<file path="src/rtl/out_requant_pack.sv">
// out_requant_pack
//   Takes the signed ACC_W-bit result stream of the post-accumulator op stage.
//   Each element is requantised with a rounding arithmetic right shift and
//   narrowed to ELEM_W bits. Elements are then packed LANES = BUS_W/ELEM_W to
//   a word, with a per-lane strobe, and handed to the write-back buffer.
//
//   Optional build macro OUT_REQUANT_SAT_EN: when it is defined, the narrowed
//   element is clamped to the signed ELEM_W range. When it is undefined, the
//   element keeps only its low ELEM_W bits.
//
// Ports
//   clk, rst_n            clock, asynchronous active-low reset
//   cfg_shift [SHIFT_W]   right-shift amount, held stable while busy
//   in_valid/in_ready     input element handshake
//   in_data   [ACC_W]     signed input element
//   in_last               last element of tile, flushes the partial word
//   out_valid/out_ready   packed word handshake
//   out_data  [BUS_W]     packed word, lane i = [i*ELEM_W +: ELEM_W]
//   out_strb  [LANES]     per-lane valid mask
//   out_last              word carries the tile's last element
//   busy                  partial word pending or output word held
module out_requant_pack #(
   parameter int ACC_W   = 32,
   parameter int ELEM_W  = 8,
   parameter int BUS_W   = 64,
   parameter int SHIFT_W = 5
) (
   input  logic                      clk,
   input  logic                      rst_n,
   input  logic [SHIFT_W-1:0]        cfg_shift,
   input  logic                      in_valid,
   output logic                      in_ready,
   input  logic signed [ACC_W-1:0]   in_data,
   input  logic                      in_last,
   output logic                      out_valid,
   input  logic                      out_ready,
   output logic [BUS_W-1:0]          out_data,
   output logic [BUS_W/ELEM_W-1:0]   out_strb,
   output logic                      out_last,
   output logic                      busy
);

   localparam int LANES = BUS_W / ELEM_W;
   localparam int LC_W  = (LANES > 1) ? $clog2(LANES) : 1;

   logic [LC_W-1:0]         lane_cnt;
   logic [BUS_W-1:0]        asm_data;
   logic [BUS_W-1:0]        word_nxt;
   logic [LANES-1:0]        strb_nxt;
   logic [31:0]             sh;
   logic signed [ACC_W:0]   x_ext;
   logic signed [ACC_W:0]   rnd;
   logic signed [ACC_W:0]   sum;
   logic signed [ACC_W:0]   y;
   logic [ELEM_W-1:0]       elem;
   logic                    accept;
   logic                    complete;

   // The rounding add is done one bit wider than the input, so that adding
   // 2^(s-1) to the most positive input cannot wrap to a negative value.
   always_comb begin
      sh    = 32'(cfg_shift);
      x_ext = {in_data[ACC_W-1], in_data};
      rnd   = '0;
      sum   = x_ext;
      y     = x_ext;
      if (sh == 32'd0) begin
         y = x_ext;
      end else if (sh >= 32'(ACC_W)) begin
         y = in_data[ACC_W-1] ? '1 : '0;
      end else begin
         rnd = (ACC_W+1)'(1) << (sh - 32'd1);
         sum = x_ext + rnd;
         y   = sum >>> sh;
      end
   end

`ifdef OUT_REQUANT_SAT_EN
   localparam logic signed [ACC_W:0] SAT_MAX = (ACC_W+1)'((2 ** (ELEM_W-1)) - 1);
   localparam logic signed [ACC_W:0] SAT_MIN = ~SAT_MAX;

   always_comb begin
      if (y > SAT_MAX)
         elem = SAT_MAX[ELEM_W-1:0];
      else if (y < SAT_MIN)
         elem = SAT_MIN[ELEM_W-1:0];
      else
         elem = y[ELEM_W-1:0];
   end
`else
   // Plain truncation. The discarded high bits feed a sink net only.
   logic unused_y_hi;
   assign elem        = y[ELEM_W-1:0];
   assign unused_y_hi = ^y[ACC_W:ELEM_W];
`endif

   // The assembly register is cleared whenever a word completes, so the
   // lanes above the current element are already zero.
   always_comb begin
      word_nxt = asm_data;
      word_nxt[lane_cnt*ELEM_W +: ELEM_W] = elem;
      for (int i = 0; i < LANES; i++)
         strb_nxt[i] = (LC_W'(i) <= lane_cnt);
   end

   assign in_ready = !out_valid || out_ready;
   assign accept   = in_valid && in_ready;
   assign complete = (lane_cnt == LC_W'(LANES-1)) || in_last;
   assign busy     = (lane_cnt != '0) || out_valid;

   always_ff @(posedge clk or negedge rst_n) begin
      if (!rst_n) begin
         lane_cnt  <= '0;
         asm_data  <= '0;
         out_valid <= 1'b0;
         out_data  <= '0;
         out_strb  <= '0;
         out_last  <= 1'b0;
      end else if (accept && complete) begin
         // The output register is free here: either it is empty, or it is
         // being handed off in this same cycle.
         out_valid <= 1'b1;
         out_data  <= word_nxt;
         out_strb  <= strb_nxt;
         out_last  <= in_last;
         asm_data  <= '0;
         lane_cnt  <= '0;
      end else begin
         if (accept) begin
            asm_data <= word_nxt;
            lane_cnt <= lane_cnt + LC_W'(1);
         end
         if (out_valid && out_ready)
            out_valid <= 1'b0;
      end
   end

endmodule

</file>
<file path="config.mk">
export PLATFORM = sky130hd
export DESIGN_NAME = out_requant_pack
export DESIGN_NICKNAME = d
export VERILOG_FILES = /design/src/rtl/out_requant_pack.sv
export SDC_FILE = /design/constraint.sdc
export NUM_CORES = 1
export LEC_CHECK = 0
export ABC_AREA = 1
export CELL_PAD_IN_SITES_DETAIL_PLACEMENT = 1
export CELL_PAD_IN_SITES_GLOBAL_PLACEMENT = 1
export CORE_MARGIN = 2
export CORE_UTILIZATION = 44
export CTS_CLUSTER_DIAMETER = 150
export CTS_CLUSTER_SIZE = 8
export DETAILED_ROUTE_END_ITERATION = 10
export PLACE_DENSITY = 0.84
export SETUP_SLACK_MARGIN = 0.15
export SYNTH_ARGS = -nofsm -noshare
export SYNTH_HDL_FRONTEND = slang
export SYNTH_SLANG_ARGS = --single-unit
</file>
<file path="constraint.sdc">
create_clock -name clk -period 4.8 [get_ports clk]
set_input_delay 1.2 -clock clk [delete_from_list [all_inputs] [get_ports clk]]
set_output_delay 1.2 -clock clk [all_outputs]
set_load 0.01 [all_outputs]
</file>
==> Implementation_results.wiki, run 1 <==
{| class="wikitable"
! Metric !! Value
|-
| Outcome || aborted with a tool error
|-
| Stage reached || global routing (5_1_grt)
|-
| Tool error message || [ERROR DPL-0033] detailed placement checks failed during check placement.
|-
| Maximum number of buffers from clock root to sink || 2
|-
| Post-Synthesis Mean Instance Area || about 6.4 µm²
|-
| Last weighted congestion value of the routability-driven placer || a little over 0.9
|-
| Initial Utilization || between 40 and 50%
|-
| Die boundary height || between 150 and 200 µm
|-
| Maximum number of pins on one net before global-route repair || about 100
|-
| Row cnt || between 50 and 60
|-
| CTS sink count || 141
|-
| Post-Synthesis Cells || approximately 1.7k
|-
| Worst_ep kind || sequential cell input
|-
| H-tree level count || 4
|-
| Antenna violations before repair || 1
|-
| Synth top cells by count || nand2_1 (672), nand3_1 (267), inv_1 (167), dfrtp_1 (141), nor2_1 (98)
|-
| Post-synthesis cell area || roughly 11000 µm²
|-
| Share of the synthesized area in the top cell type || 32.56%
|-
| Number of placed I/O pins || about 120
|-
| Number of nets produced by synthesis || 1777
|-
| Die width || around 160 µm
|-
| Yosys reg bits || between 100 and 150
|-
| Crit. endpoint post-GRT repair || asm_data[22]$_DFFE_PN0P_/D
|-
| Leading cell types by total area after synthesis || dfrtp_1 (33%), nand2_1 (23%), nand3_1 (12%)
|-
| Ys flop type || dfrtp_1
|-
| Buffer type at the clock tree root || clkbuf_16
|-
| CTS Buf Count || 17
|-
| Number of warning messages in the yosys log || 0
|-
| Cell taking the most area after synthesis || dfrtp_1
|-
| Number of buffer cells added on primary ports || approximately 120
|-
| Count of unique library cells instantiated by Yosys || 50
|-
| Estimated wirelength of the detail-placed design || between 30000 and 40000 µm
|-
| Library cell with the highest instance count after synthesis || nand2_1
|-
| Number of enable-type register cells in the synthesized netlist || 0
|-
| Share of the yosys chip area belonging to registers || between 30 and 40%
|-
| Ys async rst share || 100.0%
|}
through the flow:
step	hold WS [ns]	cell area, µm²	instances	setup slack [ns]	utilization, %
after floorplan	0.4345	11250	1695	0.05663	-
after global placement	0.4476	13510	2206	-0.8183	55.70
after detailed placement	0.4591	13510	2206	-0.9777	55.70
after CTS	0.4778	14870	2256	0.1259	61.32
kinds of logic after synthesis:
group           Yosys count  share of synthesized area (%)
simple gates           1162                          47.28
flops                   141                          32.56
compound gates          100                          5.368
fa+ha+maj                40                          4.687
buf+inv                 240                          8.935
xor+xnor                 12                          1.178
repair_timing:
item	4_1_cts
gates cloned	2
hold buffers	0
hold endpoints to repair	0
setup buffers	16
setup endpoints to repair	128
pin swaps	76
gates resized for setup	176
==> inputs of run 2 (changes only) <==
==> config.mk (replaced) <==
export PLATFORM = sky130hd
export DESIGN_NAME = out_requant_pack
export DESIGN_NICKNAME = d
export VERILOG_FILES = /design/src/rtl/out_requant_pack.sv
export SDC_FILE = /design/constraint.sdc
export NUM_CORES = 1
export LEC_CHECK = 0
export ABC_AREA = 1
export CORE_MARGIN = 2
export CORE_UTILIZATION = 30
export DETAILED_ROUTE_END_ITERATION = 10
export PLACE_DENSITY_LB_ADDON = 0.15
export SYNTH_ARGS = -nofsm -noshare
export SYNTH_HDL_FRONTEND = slang
export SYNTH_SLANG_ARGS = --single-unit
==> run 2 against run 1 <==
  * Area after synthesis did not move
  * Synthesized cell count stayed put
  * The run now ends clean
==> Implementation_results.wiki, run 2 <==
{| class="wikitable"
! Metric !! Value
|-
| Maximum number of buffers from clock root to sink || 2 (unchanged)
|-
| Ys async rst share || 100.0% (unchanged)
|-
| Maximum cell stage delay along the critical path || slightly above 0.3 ns
|-
| Number of diodes || 0
|-
| Die width || 194.1 µm (+21%)
|-
| Leading cell type in the layout, fill and taps excluded || nand2_1
|-
| Crit path capture type || flip-flop
|-
| CTS tree || yes
|-
| Leading cell types by total area after synthesis || dfrtp_1 (33%), nand2_1 (23%), nand3_1 (12%)
|-
| Commonest cells after routing, fill and taps aside || nand2_1 (559), nand3_1 (183), buf_4 (160)
|-
| Cells on Worst Hold Path || 2
|-
| Estimated wirelength of the detail-placed design || 30100 µm (-6.7%)
|-
| Number of nets produced by synthesis || 1777 (unchanged)
|-
| Setup TNS || 0 ns
|-
| Die Outline Area || around 38000 µm²
|-
| Row cnt || 69 (+21%)
|-
| Overall power of the completed layout || between 4 and 5 mW
|-
| Buffer type at the clock tree root || clkbuf_16
|-
| Layout Area Growth over Synthesis || 47.51%
|-
| Number of design-rule violations left by the first detailed-router iteration || 744
|-
| Final Cycle Share || about 96%
|-
| Routed wirelength normalized by instance count || 16.82 µm
|-
| Overall routing resource usage || around a fifth
|-
| Remaining global-route overflow || 0
|-
| Number of placed I/O pins || 118 (unchanged)
|-
| Core ar. || ~36000 µm²
|-
| Synth top cells by count || nand2_1 (672), nand3_1 (267), inv_1 (167), dfrtp_1 (141), nor2_1 (98)
|-
| Initial Utilization || 30.47% (-14 points)
|-
| First-pass GRT wire length || between 60000 and 70000 µm
|-
| # DRC || 0
|-
| Number of warning messages in the yosys log || 0 (unchanged)
|-
| Vias after detailed routing || 11.80k
|-
| Cell taking the most area after synthesis || dfrtp_1
|-
| Antenna violations before repair || 0
|-
| Share of cells above drive strength 1 || between 30 and 40%
|-
| Share of the synthesized area in the top cell type || 32.56% (unchanged)
|-
| Number of buffer cells added on primary ports || 117 (unchanged)
|-
| Post-Synthesis Mean Instance Area || 6.394 µm² (unchanged)
|-
| Latest clock arrival within the worst-skew pair || between 0.4 and 0.5 ns
|-
| Total setup violations reported at the end of the flow || 0
|-
| Max-cap viol count || 0
|-
| Leakage || between 8 and 9 nW
|-
| Final Hold Viols || 0
|-
| Worst min-delay path class || flip-flop to flip-flop
|-
| Kind of launch point of the worst setup path || input port
|-
| Last weighted congestion value of the routability-driven placer || 0.9096 (-1.9%)
|-
| Antenna-violating nets left || 0
|-
| Post-synthesis cell area || 10840 µm² (unchanged)
|-
| Terminus of the critical flop-to-flop path || out_data[17]
|-
| Number of filler cells placed in the layout || around 3.7k
|-
| Minimum clock period || roughly 4.6 ns
|-
| Top flop regs || asm_data (64), out_data (64), out_strb (8)
|-
| Launching instance or port of the critical path || cfg_shift[2]
|-
| Yosys reg bits || 141 (unchanged)
|-
| Capturing instance or port of the critical path || asm_data[43]
|-
| Number of global-route vias before repair || between 10k and 15k
|-
| Crit Path Max Fanout || 6
|-
| Reg-to-reg critical path startpoint || lane_cnt[0]
|-
| Die boundary height || 194.1 µm (+21%)
|-
| CTS sink count || 141 (unchanged)
|-
| Highest ir drop seen on vdd || ~260 µV
|-
| Sequential cell area in the final layout || 3528 µm²
|-
| Routed via count divided by cell count || slightly below 5
|-
| Layout net count || 2025
|-
| Number of enable-type register cells in the synthesized netlist || 0 (unchanged)
|-
| Setup clock skew after layout || 0.01356 ns
|-
| H-tree level count || 4 (unchanged)
|-
| Maximum number of pins on one net before global-route repair || 100
|-
| Endpoint required time on the critical path || between 5 and 6 ns
|-
| Ys flop type || dfrtp_1
|-
| Count of unique library cells instantiated by Yosys || 50 (unchanged)
|-
| First drt pass iteration count || 5
|-
| Hold-fix buffer count after cts || 0 (unchanged)
|-
| Transition time of the tightest slew-check pin || about 1.4 ns
|-
| Clock-pin slew on the worst setup and hold paths || roughly 0.06 ns
|-
| PD cells || about 300 nW/µm²
|-
| Library cell with the highest instance count after synthesis || nand2_1
|-
| Post-Synthesis Cells || 1695 (unchanged)
|-
| CTS Buf Count || 17 (unchanged)
|-
| Library cell appearing most often on the critical path || nand2_1
|-
| Highest-delay cell along the critical path || or2_4
|-
| Data arrival, critical path || 4.99 ns
|-
| Max Clk Rate || about 220 MHz
|-
| Outcome || finished, final reports clean
|-
| Share of the yosys chip area belonging to registers || 32.56% (unchanged)
|-
| Drt total wl || ~41000 µm
|-
| Setup repair after global routing missed its margin || yes
|-
| Multi-input gate area || ~8000 µm²
|-
| Worst-case headroom to the max-slew limit || 9.351%
|-
| Number of cell instances on the worst register-to-register path || 12
|-
| Max-slew violation count || 0
|-
| Class of the most critical setup path || input port to flip-flop
|-
| Post-route worst hold slack || about 0.47 ns
|-
| Reg-to-reg setup timing slack || between 1 and 1.5 ns
|}
==> run 2: cell counts after synthesis <==
Identical to the previous run, type by type.
==> run 2: worst min-delay path by stage <==
stage                 start            to  slack [ns]
2_1_floorplan  asm_data[10]  asm_data[10]        0.44
3_3_place_gp   asm_data[54]  asm_data[54]        0.45
3_5_place_dp   asm_data[42]  asm_data[42]        0.46
4_1_cts        asm_data[24]  asm_data[24]        0.47
5_1_grt        asm_data[16]  asm_data[16]        0.48
6_report       asm_data[26]  asm_data[26]        0.47
==> run 2: layer usage <==
metal  global-route usage [%]  part of all wire [%]
met1                    31.33                    50
met2                    32.87                    45
met3                    3.461                   4.3
met4                    4.153                   1.3
met5                        0                     0
==> run 2: logic make-up after synthesis <==
group,after synthesis,synth area share (%)
and+or+nand+nor,1162,47.28
buffers and inverters,240,8.935
DFF,141,32.56
AOI/OAI and AO/OA,100,5.368
adders and majority gates,40,4.687
xor gates and xnor gates,12,1.178
==> run 2: cell type report <==
cell class,instances,share of cell area (%)
timing repair inverter,1,0.05479
clock buffer,19,2.708
clock inverter,13,1.174
inverter,172,4.179
timing repair buffer,296,16.23
tap,461,3.608
sequential,141,22.07
multi-input combinational,1314,49.97
==> run 2: per-stage QoR <==
| stage | instances | util [%] | setup WS (ns) | instance area, µm² |
|---|---|---|---|---|
| floorplan | 1695 | - | 0.00007017 | 10960 |
| global route | 2417 | 44.95 | -0.1203 | 15990 |
| detailed placement | 2343 | 37.68 | -1.185 | 13400 |
| finish | 2417 | 44.95 | 0.1758 | 15990 |
| CTS | 2396 | 40.92 | 0.004789 | 14550 |
| global placement | 2343 | 37.68 | -1.204 | 13400 |
==> run 2: worst max-delay path, delay by kind of cell <==
kind	cells	cell delay (ns)
AOI/OAI and AO/OA	2	0.29
adders and majority gates	1	0.22
buffers and inverters	9	1.06
and+or+nand+nor	19	2.22
==> run 2: what timing repair did <==
action,CTS,global route
pin swaps,41,121
setup buffers,21,21
gates cloned,0,1
endpoints found under the setup margin,128,128
gates resized for setup,104,304
endpoints found under the hold margin,0,0
==> run 2: where the power goes <==
group | switching, mW | leakage (nW) | internal [mW]
registers | 0.137 | 1.92 | 1.39
logic | 0.991 | 5.86 | 0.767
clock network | 0.543 | 0.294 | 0.873
Note: power is estimated with default switching activity, not from simulation.
